`src/rtl/instr_sequencer_pkg.sv`:
```
// Shared definitions for the instruction sequencer: opcodes, instruction
// field positions, FSM state encodings and field extraction helpers.
package instr_sequencer_pkg;

    // Opcodes
    localparam logic [5:0] OP_ADD       = 6'd0;
    localparam logic [5:0] OP_SUB       = 6'd1;
    localparam logic [5:0] OP_SHL       = 6'd2;
    localparam logic [5:0] OP_SHR       = 6'd3;
    localparam logic [5:0] OP_LOAD      = 6'd5;
    localparam logic [5:0] OP_CMP_EQ    = 6'd8;
    localparam logic [5:0] OP_CMP_LAST  = 6'd12;
    localparam logic [5:0] OP_FLAG_HOLD = 6'd13;
    localparam logic [5:0] OP_JMP       = 6'd14;
    localparam logic [5:0] OP_JMPF      = 6'd15;
    localparam logic [5:0] OP_ILL_FIRST = 6'd16;
    localparam logic [5:0] OP_ILL_LAST  = 6'd62;
    localparam logic [5:0] OP_HALT      = 6'd63;

    // Instruction field bit positions
    localparam int OP_MSB  = 31;
    localparam int OP_LSB  = 26;
    localparam int RD_MSB  = 25;
    localparam int RD_LSB  = 22;
    localparam int RS_MSB  = 21;
    localparam int RS_LSB  = 18;
    localparam int HL_BIT  = 17;
    localparam int IMM_MSB = 15;
    localparam int IMM_LSB = 0;

    // FSM state encodings
    localparam logic [2:0] ST_FETCH_IDLE = 3'd0;
    localparam logic [2:0] ST_FETCH_WAIT = 3'd1;
    localparam logic [2:0] ST_DECODE     = 3'd2;
    localparam logic [2:0] ST_EXECUTE    = 3'd3;
    localparam logic [2:0] ST_WRITEBACK  = 3'd4;
    localparam logic [2:0] ST_HALTED     = 3'd5;

    function automatic logic [5:0] ir_op(input logic [31:0] ir);
        return ir[OP_MSB:OP_LSB];
    endfunction

    function automatic logic [3:0] ir_rd(input logic [31:0] ir);
        return ir[RD_MSB:RD_LSB];
    endfunction

    function automatic logic [3:0] ir_rs(input logic [31:0] ir);
        return ir[RS_MSB:RS_LSB];
    endfunction

endpackage

```
`src/rtl/instr_sequencer_field_decode.sv`:
```
// instr_field_decode: combinational opcode classifier.
//   op_i            : opcode field of the instruction register
//   writes_rf_o     : result is written back to the register file (ops 0-5)
//   updates_flags_o : F1/F2 shift in the ALU compare result (ops 8-12)
//   is_branch_o     : PC may be redirected by the ALU (ops 14, 15)
//   is_halt_o       : HALT (op 63)
//   is_illegal_o    : undefined opcode (ops 16-62)
module instr_field_decode
    import instr_sequencer_pkg::*;
(
    input  logic [5:0] op_i,
    output logic       writes_rf_o,
    output logic       updates_flags_o,
    output logic       is_branch_o,
    output logic       is_halt_o,
    output logic       is_illegal_o
);

    // Classify the opcode; every unlisted op falls through as a plain NOP.
    always_comb begin
        writes_rf_o     = 1'b0;
        updates_flags_o = 1'b0;
        is_branch_o     = 1'b0;
        is_halt_o       = 1'b0;
        is_illegal_o    = 1'b0;
        if (op_i <= OP_LOAD) begin
            writes_rf_o = 1'b1;
        end else if ((op_i >= OP_CMP_EQ) && (op_i <= OP_CMP_LAST)) begin
            updates_flags_o = 1'b1;
        end else if ((op_i == OP_JMP) || (op_i == OP_JMPF)) begin
            is_branch_o = 1'b1;
        end else if (op_i == OP_HALT) begin
            is_halt_o = 1'b1;
        end else if ((op_i >= OP_ILL_FIRST) && (op_i <= OP_ILL_LAST)) begin
            is_illegal_o = 1'b1;
        end else begin
            writes_rf_o = 1'b0;
        end
    end

endmodule

```
`src/rtl/instr_sequencer.sv`:
```
// instr_sequencer: fetch/decode/execute/write-back control unit for the ALU.
//   clock, reset_n          : rising-edge clock, asynchronous active-low reset
//   run                     : permits a new fetch
//   imem_req/addr/valid/data: instruction memory request/valid handshake
//   rf_raddr_a/b            : register-file read selects (rd, rs)
//   rf_we/waddr/wdata       : register-file write-back port
//   alu_*  (out)            : opcode, immediate, half select and flags to ALU
//   alu_c/f3/addrch/naddr   : ALU result, flag, branch-taken and target
//   pc, halted, illegal     : status
module instr_sequencer
    import instr_sequencer_pkg::*;
#(
    parameter logic [31:0] RESET_PC = 32'h0000_0000,
    parameter logic [31:0] PC_STEP  = 32'd1
) (
    input  logic        clock,
    input  logic        reset_n,
    input  logic        run,
    output logic        imem_req,
    output logic [31:0] imem_addr,
    input  logic        imem_valid,
    input  logic [31:0] imem_data,
    output logic [3:0]  rf_raddr_a,
    output logic [3:0]  rf_raddr_b,
    output logic        rf_we,
    output logic [3:0]  rf_waddr,
    output logic [31:0] rf_wdata,
    output logic [5:0]  alu_instr,
    output logic [15:0] alu_value,
    output logic        alu_highlow,
    output logic        alu_f1,
    output logic        alu_f2,
    input  logic [31:0] alu_c,
    input  logic        alu_f3,
    input  logic        alu_addrch,
    input  logic [31:0] alu_naddr,
    output logic [31:0] pc,
    output logic        halted,
    output logic        illegal
);

    logic [2:0]  state_q, state_d;
    logic [31:0] pc_q, pc_d;
    logic [31:0] ir_q, ir_d;
    logic        req_q, req_d;
    logic        we_q, we_d;
    logic [3:0]  waddr_q, waddr_d;
    logic [31:0] wdata_q, wdata_d;
    logic        f1_q, f1_d;
    logic        f2_q, f2_d;
    logic        halted_q, halted_d;
    logic        illegal_q, illegal_d;

    logic dec_writes_rf_s, dec_updates_flags_s, dec_is_branch_s;
    logic dec_is_halt_s, dec_is_illegal_s;
    logic ir_unused_s;

    instr_field_decode u_decode (
        .op_i            (ir_op(ir_q)),
        .writes_rf_o     (dec_writes_rf_s),
        .updates_flags_o (dec_updates_flags_s),
        .is_branch_o     (dec_is_branch_s),
        .is_halt_o       (dec_is_halt_s),
        .is_illegal_o    (dec_is_illegal_s)
    );

    // Next-state logic for the sequencing FSM and its datapath registers.
    always_comb begin
        state_d   = state_q;
        pc_d      = pc_q;
        ir_d      = ir_q;
        req_d     = req_q;
        we_d      = we_q;
        waddr_d   = waddr_q;
        wdata_d   = wdata_q;
        f1_d      = f1_q;
        f2_d      = f2_q;
        halted_d  = halted_q;
        illegal_d = illegal_q;
        case (state_q)
            ST_FETCH_IDLE: begin
                if (run) begin
                    req_d   = 1'b1;
                    state_d = ST_FETCH_WAIT;
                end else begin
                    req_d = 1'b0;
                end
            end
            ST_FETCH_WAIT: begin
                // run is deliberately not looked at: an issued fetch completes.
                if (imem_valid) begin
                    ir_d    = imem_data;
                    req_d   = 1'b0;
                    state_d = ST_DECODE;
                end else begin
                    req_d = 1'b1;
                end
            end
            ST_DECODE: begin
                state_d = ST_EXECUTE;
            end
            ST_EXECUTE: begin
                if (dec_is_halt_s) begin
                    halted_d = 1'b1;
                    state_d  = ST_HALTED;
                end else begin
                    state_d = ST_WRITEBACK;
                    if (dec_is_branch_s && alu_addrch) begin
                        pc_d = alu_naddr;
                    end else begin
                        pc_d = pc_q + PC_STEP;
                    end
                    if (dec_writes_rf_s) begin
                        we_d    = 1'b1;
                        waddr_d = ir_rd(ir_q);
                        wdata_d = alu_c;
                    end else begin
                        we_d = 1'b0;
                    end
                    if (dec_updates_flags_s) begin
                        f2_d = f1_q;
                        f1_d = alu_f3;
                    end else begin
                        f2_d = f2_q;
                    end
                    if (dec_is_illegal_s) begin
                        illegal_d = 1'b1;
                    end else begin
                        illegal_d = illegal_q;
                    end
                end
            end
            ST_WRITEBACK: begin
                we_d    = 1'b0;
                state_d = ST_FETCH_IDLE;
            end
            ST_HALTED: begin
                req_d = 1'b0;
                we_d  = 1'b0;
            end
            default: begin
                req_d   = 1'b0;
                we_d    = 1'b0;
                state_d = ST_FETCH_IDLE;
            end
        endcase
    end

    // State and datapath registers.
    always_ff @(posedge clock or negedge reset_n) begin
        if (!reset_n) begin
            state_q   <= ST_FETCH_IDLE;
            pc_q      <= RESET_PC;
            ir_q      <= 32'h0000_0000;
            req_q     <= 1'b0;
            we_q      <= 1'b0;
            waddr_q   <= 4'd0;
            wdata_q   <= 32'h0000_0000;
            f1_q      <= 1'b0;
            f2_q      <= 1'b0;
            halted_q  <= 1'b0;
            illegal_q <= 1'b0;
        end else begin
            state_q   <= state_d;
            pc_q      <= pc_d;
            ir_q      <= ir_d;
            req_q     <= req_d;
            we_q      <= we_d;
            waddr_q   <= waddr_d;
            wdata_q   <= wdata_d;
            f1_q      <= f1_d;
            f2_q      <= f2_d;
            halted_q  <= halted_d;
            illegal_q <= illegal_d;
        end
    end

    // ALU controls come straight from IR, so they hold through EXECUTE and
    // read as zero after reset.
    assign alu_instr   = ir_op(ir_q);
    assign alu_value   = ir_q[IMM_MSB:IMM_LSB];
    assign alu_highlow = ir_q[HL_BIT];
    assign rf_raddr_a  = ir_rd(ir_q);
    assign rf_raddr_b  = ir_rs(ir_q);
    assign ir_unused_s = ir_q[16];

    assign imem_req  = req_q;
    assign imem_addr = pc_q;
    assign rf_we     = we_q;
    assign rf_waddr  = waddr_q;
    assign rf_wdata  = wdata_q;
    assign alu_f1    = f1_q;
    assign alu_f2    = f2_q;
    assign pc        = pc_q;
    assign halted    = halted_q;
    assign illegal   = illegal_q;

endmodule

```
`config.mk`:
```
export PLATFORM = sky130hd
export DESIGN_NAME = instr_sequencer
export DESIGN_NICKNAME = d
export VERILOG_FILES = /design/src/rtl/instr_sequencer_pkg.sv /design/src/rtl/instr_sequencer_field_decode.sv /design/src/rtl/instr_sequencer.sv
export SDC_FILE = /design/constraint.sdc
export NUM_CORES = 1
export LEC_CHECK = 0
export ABC_AREA = 1
export ABC_CLOCK_PERIOD_IN_PS = 1400
export CORE_MARGIN = 2
export CORE_UTILIZATION = 40
export DETAILED_ROUTE_END_ITERATION = 8
export HOLD_SLACK_MARGIN = 0.1
export PLACE_DENSITY = 0.83
export SETUP_SLACK_MARGIN = 0.05
export SLEW_MARGIN = 20
export SYNTH_ARGS = -nofsm -noshare
export SYNTH_HDL_FRONTEND = slang
export SYNTH_SLANG_ARGS = --single-unit
export TNS_END_PERCENT = 10
```
`constraint.sdc`:
```
create_clock -name clock -period 1.4 [get_ports clock]
set_input_delay 0.42 -clock clock [delete_from_list [all_inputs] [get_ports clock]]
set_output_delay 0.42 -clock clock [all_outputs]
set_load 0.01 [all_outputs]
```
==> results of run 1 <==
==> power by group through the flow <==
stage	Combinational (mW)	Clock (mW)	Sequential (mW)
finish	9.30	2.59	5.53
global route	10.0	2.75	5.71
CTS	8.79	2.63	5.51
detailed placement	9.15	0	5.71
global placement	8.92	0	5.69
floorplan	3.64	0	6.19
==> final timing paths <==
check                         startpoint       endpoint  cells after the start
max in group asynchronous        reset_n   rf_wdata[24]                      3
min in group clock                halted         halted                      2
hold reg to reg                   halted         halted                      2
hold / removal                   reset_n  imem_addr[12]                      2
setup / recovery           imem_addr[13]  imem_addr[26]                     11
setup reg to reg           imem_addr[13]  imem_addr[26]                     11
==> cells in the mapped netlist, types with 2 or more instances <==
master | n | area, sq um
o21ai_1 | 3 | 15.0
inv_1 | 46 | 173
nand2_2 | 5 | 31.3
buf_4 | 33 | 248
nor2_1 | 75 | 282
nand4_1 | 4 | 25.0
buf_2 | 8 | 40.0
nor2_4 | 6 | 67.6
buf_6 | 12 | 135
nand2_1 | 284 | 1070
xor2_1 | 2 | 17.5
or2_2 | 2 | 12.5
mux2_4 | 24 | 360
o21bai_1 | 3 | 22.5
nor2_2 | 5 | 31.3
clkbuf_1 | 2 | 7.51
dfrtp_1 | 108 | 2700
mux2_2 | 4 | 45.0
o21ai_0 | 19 | 95.1
o211ai_1 | 2 | 15.0
a21oi_1 | 30 | 150
or2_0 | 5 | 31.3
nand3_1 | 38 | 190
inv_2 | 4 | 15.0
==> cells by family after synthesis <==
logic type               count (synthesis)
AO/OA/AOI/OAI                           61
XOR/XNOR                                 2
adder cells (fa/ha/maj)                  1
buffers and inverters                  105
flip-flops                             108
multiplexers                            28
AND/OR/NAND/NOR                        430
==> per-stage QoR <==
stage / worst slack, ns / hold WS [ns]
final: -0.187 / 0.465
after global routing: -0.284 / 0.486
after CTS: -0.175 / 0.469
after detailed placement: -0.411 / 0.301
after global placement: -0.363 / 0.296
after floorplan: 0.00533 / 0.124
==> per-layer routing <==
metal  routed length (um)  vias up  track usage (%)
li1                     -     2919                -
met1                 7520     2883             28.0
met4                  449        0             8.63
met3                 1720       32             6.80
met5                    0        -                0
met2                10100      287             43.3
==> sequential cells by signal, indices dropped and copies added, names as in the netlist <==
register and count:
illegal 1, ir_q 31, alu_f1 1, rf_waddr 4, imem_addr 32, alu_f2 1, rf_wdata 32, halted 1
rf_we 1, state_q 3, imem_req 1
==> worst max-delay path, cell delays in order, from the launching register on <==
cell     delay (ns)
dfrtp_1        0.38
buf_4          0.12
buf_4          0.11
nand2_1        0.09
nor2_2         0.22
nand2_1        0.11
nor2_1         0.17
nand2_1        0.07
nand2_1        0.07
nand3_2        0.05
nand2_1        0.05
nand2_1        0.04
==> layout make-up <==
type                    count  area (sq um)
fillers                  1206          5160
repair buffers            367          3060
multi-input cells         522          2830
flip-flops and latches    108          2720
well taps                 184           230
clock buffers              10           229
inverters                  50           188
clock inverters             6          68.8
==> repair_timing <==
| action | CTS | global route |
|---|---|---|
| endpoints found under the setup margin | 238 | 170 |
| hold buffers | 1 | 0 |
| buffers inserted | 35 | 11 |
| endpoints found under the hold margin | 9 | 0 |
| gates resized for setup | 609 | 75 |
| pin swaps | 14 | 23 |
==> qor.yml, run 1 <==
placed_design:
  dpl_cell_area_sq_um: 8870
  dp_hpwl_um: 14000
  place.gp.congestion: 0.897
  port_buffers: 237
  place_inst: 1185
power_and_ir_drop:
  p_comb_share_pct: 53.4
  power_frac_seq_pct: 31.7
  p_clk_share_pct: 14.9
  power.switching_mw: 6.89
  power.total_mw: 17.4
  ir_drop_v: 0.00101
  powerDensity_nw_per_um2: 1870
  intPower_mw: 10.5
  p_sw_share_pct: 39.5
  static-leakage-power_nw: 4.71
yosys:
  ys.flop_type: "dfrtp_1"
  synth-simple-area-share_pct: 30.6
  synthMuxAreaShare_pct: 6.87
  synth-edff-count: 0
  syn_area_per_cell_sq_um: 8.03
  synth-compound-area-share_pct: 5.72
  seq_area_frac_synth_pct: 45.8
  syn-num-nets: 838
  syn_area_sq_um: 5900
  ys_types: 35
  synth_fa_ha_area_share_pct: 0.212
  netlist_instances: 735
  synth_top_family_by_area: "simple AND/OR/NAND/NOR gates"
  synthXorXnorAreaFrac_pct: 0.297
  yosys_warnings: 0
  async_reset_ff_share_pct: 100
  synth-seq-cells: 108
sta:
  hold_viol: 0
  layout_worst_path_cycle_share_pct: 113
  fmax_ghz: 0.630
  slew_headroom_pct: 72.8
  finClkSkew_ns: 0.00703
  tightest_slew_ns: 0.407
  setup_violations: 56
  setup_slack_ns: -0.187
  rsz0062_at_grt: "yes"
  fin_tns_setup_ns: -5.19
  layout_min_cycle_time_ns: 1.59
  final_max_slew_viol_count: 0
grt:
  antenna_found_initial: 0
  globalRouteOverflowTotal: 0
  grt_pass1_vias: 6175
  grt_pass1_wl_um: 30900
  grt_max_degree: 37
  grt_use_total_pct: 24.3
cts:
  path_clk_slew_ns: 0.08
  clock-sinks: 108
  tritoncts: "yes"
  clk_latency_ns: 0.35
  cts_root_buffer: "clkbuf_16"
  clockBufferDepth: 2
  cts-buffers-inserted: 9
  htreeDepth: 3
finish:
  layout_commonest_cell: "nand2_1"
  final_net_count: 1161
  syn_to_final_growth_pct: 57.9
  utilization_pct: 64.4
  fin_area_sq_um: 9320
  layout_common_cells: "nand2_1, buf_2, buf_4"
  finalNonFillerCells: 1247
  drive_gt1_share_pct: 38.0
  antenna_cells: 0
die:
  die_w_um: 125
  core_area_sq_um: 14500
  row_count: 44
  initial_core_util_pct: 40.8
  die_h_um: 125
  pin_count: 239
  dieArea_sq_um: 15700
worst_setup_path:
  path_max_fanout: 3
  critPathKind: "flip-flop to flip-flop"
  arrival_ns: 1.84
  startpoint_type: "flip-flop"
  rrSetupSlack_ns: -0.19
  crit_path_end_kind: "flip-flop"
  crit_required_ns: 1.65
run:
  maxCapViolCount: 0
detailed_routing:
  ant_nets: 0
  via_count: 6121
  viasPerCell: 4.91
  wirelength_um: 19800
  first_pass_iters: 4
  drt-wirelength-per-cell_um: 15.8
  remaining_drc_errors: 0
  first_iter_violations: 305
min_path:
  hold_class: "primary input to async pin"
outcome:
  violations: "negative setup slack"
  status: "finished, violations left"
Power figures use the tool's default switching activity.
==> run 2: changes to the inputs <==
CORE_MARGIN = default   (was 2)
==> qor.yml, run 2 (synthesized netlist as in run 1, its figures left out) <==
detailed_routing:
  via_count: 6307  # was 6,121
  wirelength_um: 20000  # was 19,800 um
  first_iter_violations: 549  # was 305
  ant_nets: 0  # unchanged
  drt-wirelength-per-cell_um: 16.0  # was 15.8 um
  first_pass_iters: 8  # was 4
  viasPerCell: 5.05  # was 4.91
  remaining_drc_errors: 0  # unchanged
worst_setup_path:
  r2r_cells: 11  # unchanged
  crit_path_end_kind: "flip-flop"  # unchanged
  critPathKind: "flip-flop to flip-flop"  # unchanged
  crit_start: "imem_addr[1]"  # was imem_addr[13]
  slowest_stage: "dfrtp_2"  # was dfrtp_1
  path_common_cell: "nand2_1"  # unchanged
  crit_required_ns: 1.70  # was 1.65 ns
  slowest_delay_ns: 0.37  # was 0.38 ns
  crit_end: "imem_addr[22]"  # was imem_addr[26]
  rrSetupSlack_ns: -0.22  # was -0.19 ns
  path_cells: "buf_6 > ha_4 > buf_4 > nand3_2 > nor2_1 > nand3_1 > o21bai_1 > nand2_1 > nand2_1 > nand2_1 > inv_1"  # was buf_4 > buf_4 > nand2_1 > nor2_2 > nand2_1 > nor2_1 > nand2_1 > nand2_1 > nand3_2 > nand2_1 > nand2_1
  startpoint_type: "flip-flop"  # unchanged
  worstReg2RegStart: "imem_addr[1]"  # was imem_addr[13]
  path_max_fanout: 4  # was 3
  arrival_ns: 1.92  # was 1.84 ns
  reg2reg_to: "imem_addr[22]"  # was imem_addr[26]
cts:
  clock-sinks: 108  # unchanged
  clockBufferDepth: 2  # unchanged
  cts_root_buffer: "clkbuf_16"  # unchanged
  htreeDepth: 3  # unchanged
  clk_latency_ns: 0.35  # about the same
  tritoncts: "yes"  # unchanged
  cts-buffers-inserted: 9  # unchanged
  path_clk_slew_ns: 0.08  # about the same
grt:
  antenna_found_initial: 0  # unchanged
  grt_use_total_pct: 24.0  # was 24.3%
  grt_pass1_wl_um: 28000  # was 30,900 um
  grt_pass1_vias: 5850  # was 6,175
  globalRouteOverflowTotal: 0  # unchanged
  grt_max_degree: 38  # was 37
power_and_ir_drop:
  powerDensity_nw_per_um2: 1880  # was 1870 nW/um^2
  ir_drop_v: 0.00112  # was 0.00101 V
  static-leakage-power_nw: 4.79  # was 4.71 nW
  power.total_mw: 18.0  # was 17.4 mW
sta:
  rsz0062_at_grt: "yes"  # unchanged
  layout_worst_path_cycle_share_pct: 116  # was 113%
  setup_slack_ns: -0.220  # was -0.187 ns
  hold_viol: 0  # unchanged
  final_max_slew_viol_count: 0  # unchanged
  setup_violations: 58  # was 56
  hold_ws_ns: 0.465  # about the same
  layout_min_cycle_time_ns: 1.62  # was 1.59 ns
  fmax_ghz: 0.617  # was 0.630 GHz
  finClkSkew_ns: 0.0115  # was 0.00703 ns
  slew_headroom_pct: 76.4  # was 72.8%
  tightest_slew_ns: 0.355  # was 0.407 ns
outcome:
  status: "finished, violations left"  # unchanged
  violations: "negative setup slack"  # unchanged
die:
  die_h_um: 123  # was 125 um
  core_area_sq_um: 14500  # unchanged
  die_w_um: 123  # was 125 um
  dieArea_sq_um: 15200  # was 15,700 sq um
  pin_count: 239  # unchanged
  row_count: 44  # unchanged
  initial_core_util_pct: 40.8  # unchanged
run:
  maxCapViolCount: 0  # unchanged
min_path:
  holdPathStages: 2
  hold_class: "flip-flop to flip-flop"  # was primary input to async pin
  holdCritStartpoint: "rf_wdata[18]"
placed_design:
  place.gp.congestion: 0.898  # was 0.897
  dp_hpwl_um: 13000  # was 14,000 um
  port_buffers: 237  # unchanged
finish:
  layout_commonest_cell: "nand2_1"  # unchanged
  final_net_count: 1163  # was 1,161
  drive_gt1_share_pct: 38.8  # was 38.0%
  syn_to_final_growth_pct: 62.0  # was 57.9%
  layout_common_cells: "nand2_1, buf_2, clkdlybuf4s50_1"  # was nand2_1, buf_2, buf_4
  antenna_cells: 0  # unchanged
==> run 2: power breakdown <==
group          total, mW  switching, mW  internal [mW]
combinational       9.96           4.75           5.21
sequential          5.52           1.01           4.51
clock               2.50           1.26           1.24
==> run 2: layout make-up <==
class	count	area, sq um
inverters	50	190
multi-input cells	522	2880
flip-flops and latches	108	2720
clock inverters	6	57.6
fillers	1099	4910
repair buffers	369	3260
clock buffers	9	225
well taps	184	230
==> run 2: timing repair <==
item	in CTS	in global routing
buffers inserted	32	22
pin swaps	12	40
endpoints found under the setup margin	234	165
hold buffers	1	0
cloned	0	8
endpoints found under the hold margin	17	0
resized for setup	601	102
==> run 2: routing by layer <==
| metal | vias to the layer above | track usage [%] | part of all wire (%) |
|---|---|---|---|
| met4 | 0 | 8.21 | 3.5 |
| met1 | 2949 | 27.0 | 36 |
| met3 | 71 | 7.29 | 10 |
| met5 | - | 0 | 0 |
| met2 | 358 | 42.8 | 50 |
| li1 | 2929 | - | - |
==> run 2: critical path, delay by kind of cell (launching register included) <==
family                   cells  cell delay (ns)
AO/OA/AOI/OAI                1             0.20
flip-flops                   1             0.37
adder cells (fa/ha/maj)      1             0.15
buffers and inverters        3             0.28
AND/OR/NAND/NOR              6             0.56
==> run 2: worst min path at each step <==
stage / end / slack [ns]
6_report: rf_wdata[18] / 0.47
5_1_grt: rf_wdata[5] / 0.50
4_1_cts: rf_wdata[18] / 0.47
3_5_place_dp: imem_addr[8] / 0.34
3_3_place_gp: imem_addr[8] / 0.34
2_1_floorplan: alu_f1 / 0.12
==> run 2: stage by stage <==
step	util (%)	area (sq um)	instances	TNS, ns	setup slack, ns
final	66.1	9570	1248	-5.61	-0.220
after floorplan	-	5930	735	0	0.00533
after detailed placement	60.3	8730	1170	-25.50	-0.415
after CTS	60.9	8820	1218	-3.71	-0.157
after global routing	66.1	9570	1248	-10.01	-0.305
after global placement	60.3	8730	1170	-22.66	-0.354
==> run 3: changes to the inputs <==
SETUP_SLACK_MARGIN = default   (was 0.05)
SKIP_CTS_REPAIR_TIMING = 1   (was default)
==> qor.yml, run 3 (synthesized netlist as in run 1, its figures left out) <==
detailed_routing:
  first_pass_iters: 7  # was 8
  via_count: 5888  # was 6,307
  wirelength_um: 17900  # was 20,000 um
  viasPerCell: 4.87  # was 5.05
  ant_nets: 0  # unchanged
  drt-wirelength-per-cell_um: 14.8  # was 16.0 um
  first_iter_violations: 280  # was 549
  remaining_drc_errors: 0  # unchanged
placed_design:
  dp_hpwl_um: 13100  # was 13,000 um
  port_buffers: 237  # unchanged
  dpl_cell_area_sq_um: 8800  # was 8730 sq um
  place_inst: 1176  # was 1,170
  dp_slack_ns: -0.432  # was -0.415 ns
  place.gp.congestion: 0.949  # was 0.898
grt:
  antenna_found_initial: 0  # unchanged
  grt_max_degree: 60  # was 38
  grt_use_total_pct: 23.1  # was 24.0%
  grt_pass1_wl_um: 27200  # was 28,000 um
  globalRouteOverflowTotal: 0  # unchanged
  grt_pass1_vias: 5751  # was 5,850
power_and_ir_drop:
  power.total_mw: 17.3  # was 18.0 mW
  ir_drop_v: 0.00106  # was 0.00112 V
  p_clk_share_pct: 15.8  # was 13.9%
  intPower_mw: 10.8  # was 11.0 mW
  p_sw_share_pct: 37.5  # was 39.0%
  powerDensity_nw_per_um2: 1850  # was 1880 nW/um^2
  power_frac_seq_pct: 32.7  # was 30.7%
  p_comb_share_pct: 51.6  # was 55.4%
  power.switching_mw: 6.50  # was 7.02 mW
  static-leakage-power_nw: 5.19  # was 4.79 nW
sta:
  slew_headroom_pct: 78.9  # was 76.4%
  setup_slack_ns: -0.202  # was -0.220 ns
  layout_worst_path_cycle_share_pct: 114  # was 116%
  layout_min_cycle_time_ns: 1.60  # was 1.62 ns
  rsz0062_at_grt: "yes"  # unchanged
  tightest_slew_ns: 0.317  # was 0.355 ns
  fmax_ghz: 0.624  # was 0.617 GHz
  final_max_slew_viol_count: 0  # unchanged
  finClkSkew_ns: 0.0114  # was 0.0115 ns
  setup_violations: 42  # was 58
  hold_viol: 0  # unchanged
die:
  dieArea_sq_um: 15200  # unchanged
  initial_core_util_pct: 40.8  # unchanged
  die_h_um: 123  # unchanged
  pin_count: 239  # unchanged
  core_area_sq_um: 14500  # unchanged
  die_w_um: 123  # unchanged
  row_count: 44  # unchanged
cts:
  path_clk_slew_ns: 0.08  # about the same
  clock-sinks: 108  # unchanged
  cts_root_buffer: "clkbuf_16"  # unchanged
  clk_latency_ns: 0.35  # about the same
  cts-buffers-inserted: 9  # unchanged
  clockBufferDepth: 2  # unchanged
  tritoncts: "yes"  # unchanged
  htreeDepth: 3  # unchanged
outcome:
  violations: "negative setup slack"  # unchanged
  status: "finished, violations left"  # unchanged
finish:
  utilization_pct: 64.8  # was 66.1%
  drive_gt1_share_pct: 24.1  # was 38.8%
  antenna_cells: 0  # unchanged
  fin_area_sq_um: 9380  # was 9570 sq um
  final_net_count: 1123  # was 1,163
  layout_common_cells: "nand2_1, clkdlybuf4s50_1, dlymetal6s2s_1"  # was nand2_1, buf_2, clkdlybuf4s50_1
  syn_to_final_growth_pct: 58.9  # was 62.0%
  layout_commonest_cell: "nand2_1"  # unchanged
  finalNonFillerCells: 1209  # was 1,248
worst_setup_path:
  crit_required_ns: 1.64  # was 1.70 ns
  path_max_fanout: 6  # was 4
  r2r_cells: 11  # unchanged
  crit_path_end_kind: "flip-flop"  # unchanged
  startpoint_type: "flip-flop"  # unchanged
  worstReg2RegStart: "imem_addr[0]"  # was imem_addr[1]
  critPathKind: "flip-flop to flip-flop"  # unchanged
  arrival_ns: 1.85  # was 1.92 ns
  crit_start: "imem_addr[0]"  # was imem_addr[1]
min_path:
  hold_class: "primary input to async pin"  # was flip-flop to flip-flop
run:
  maxCapViolCount: 0  # unchanged
[run 3: changes by cell type in the layout (fill, tap and decap cells not counted), sizes merged]
cell and delta:
buf -157, dlymetal6s2s +88, clkbuf +30, bufinv +1, dlygate4sd2 -1
[run 3: critical path, stage by stage, from the launching register on]
cell and delay (ns):
dfrtp_2 0.37, buf_4 0.14, ha_4 0.13, nand2_2 0.06, nor2_2 0.11, nand2_2 0.15
nor2_4 0.19, nand2_1 0.07, nand2_1 0.05, nand3_1 0.09, nand2_1 0.07, nand2_1 0.04
[run 3: metal layers]
layer  part of all wire, %  vias to the layer above  wire length [um]  GRT usage (%)
li1                      -                     2843                 -              -
met5                     0                        -                 0              0
met1                    38                     2770              6800           26.2
met2                    51                      238              9150           40.8
met4                   2.5                        0               446           9.41
met3                   8.4                       37              1510           6.55
[run 3: stage by stage]
stage	hold slack [ns]	TNS [ns]
6_report	0.461	-4.69
5_1_grt	0.464	-12.97
4_1_cts	-0.100	-55.09
3_5_place_dp	0.282	-22.86
3_3_place_gp	0.281	-20.07
2_1_floorplan	0.124	0
[run 3: final cells by class]
type	count	area [sq um]
repair buffers	329	3270
fillers	1176	5100
well taps	184	230
multi-input cells	522	2650
clock buffers	9	225
flip-flops and latches	108	2730
clock inverters	7	90.1
inverters	50	188
[run 3: power by group through the flow]
stage,logic (mW),clock network (mW),registers (mW)
after floorplan,3.63,0,6.19
after CTS,9.13,2.78,5.71
after detailed placement,9.10,0,5.70
after global placement,8.90,0,5.68
final,8.93,2.73,5.66
after global routing,9.72,2.88,5.82
[run 3: final timing paths]
check | end | slack (ns)
max | imem_addr[26] | -0.20
min | imem_addr[13] | 0.46
max reg2reg | imem_addr[26] | -0.20
min reg2reg | rf_wdata[2] | 0.47
max in group asynchronous | ir_q[30] | 0.36
min in group clock | rf_wdata[2] | 0.47
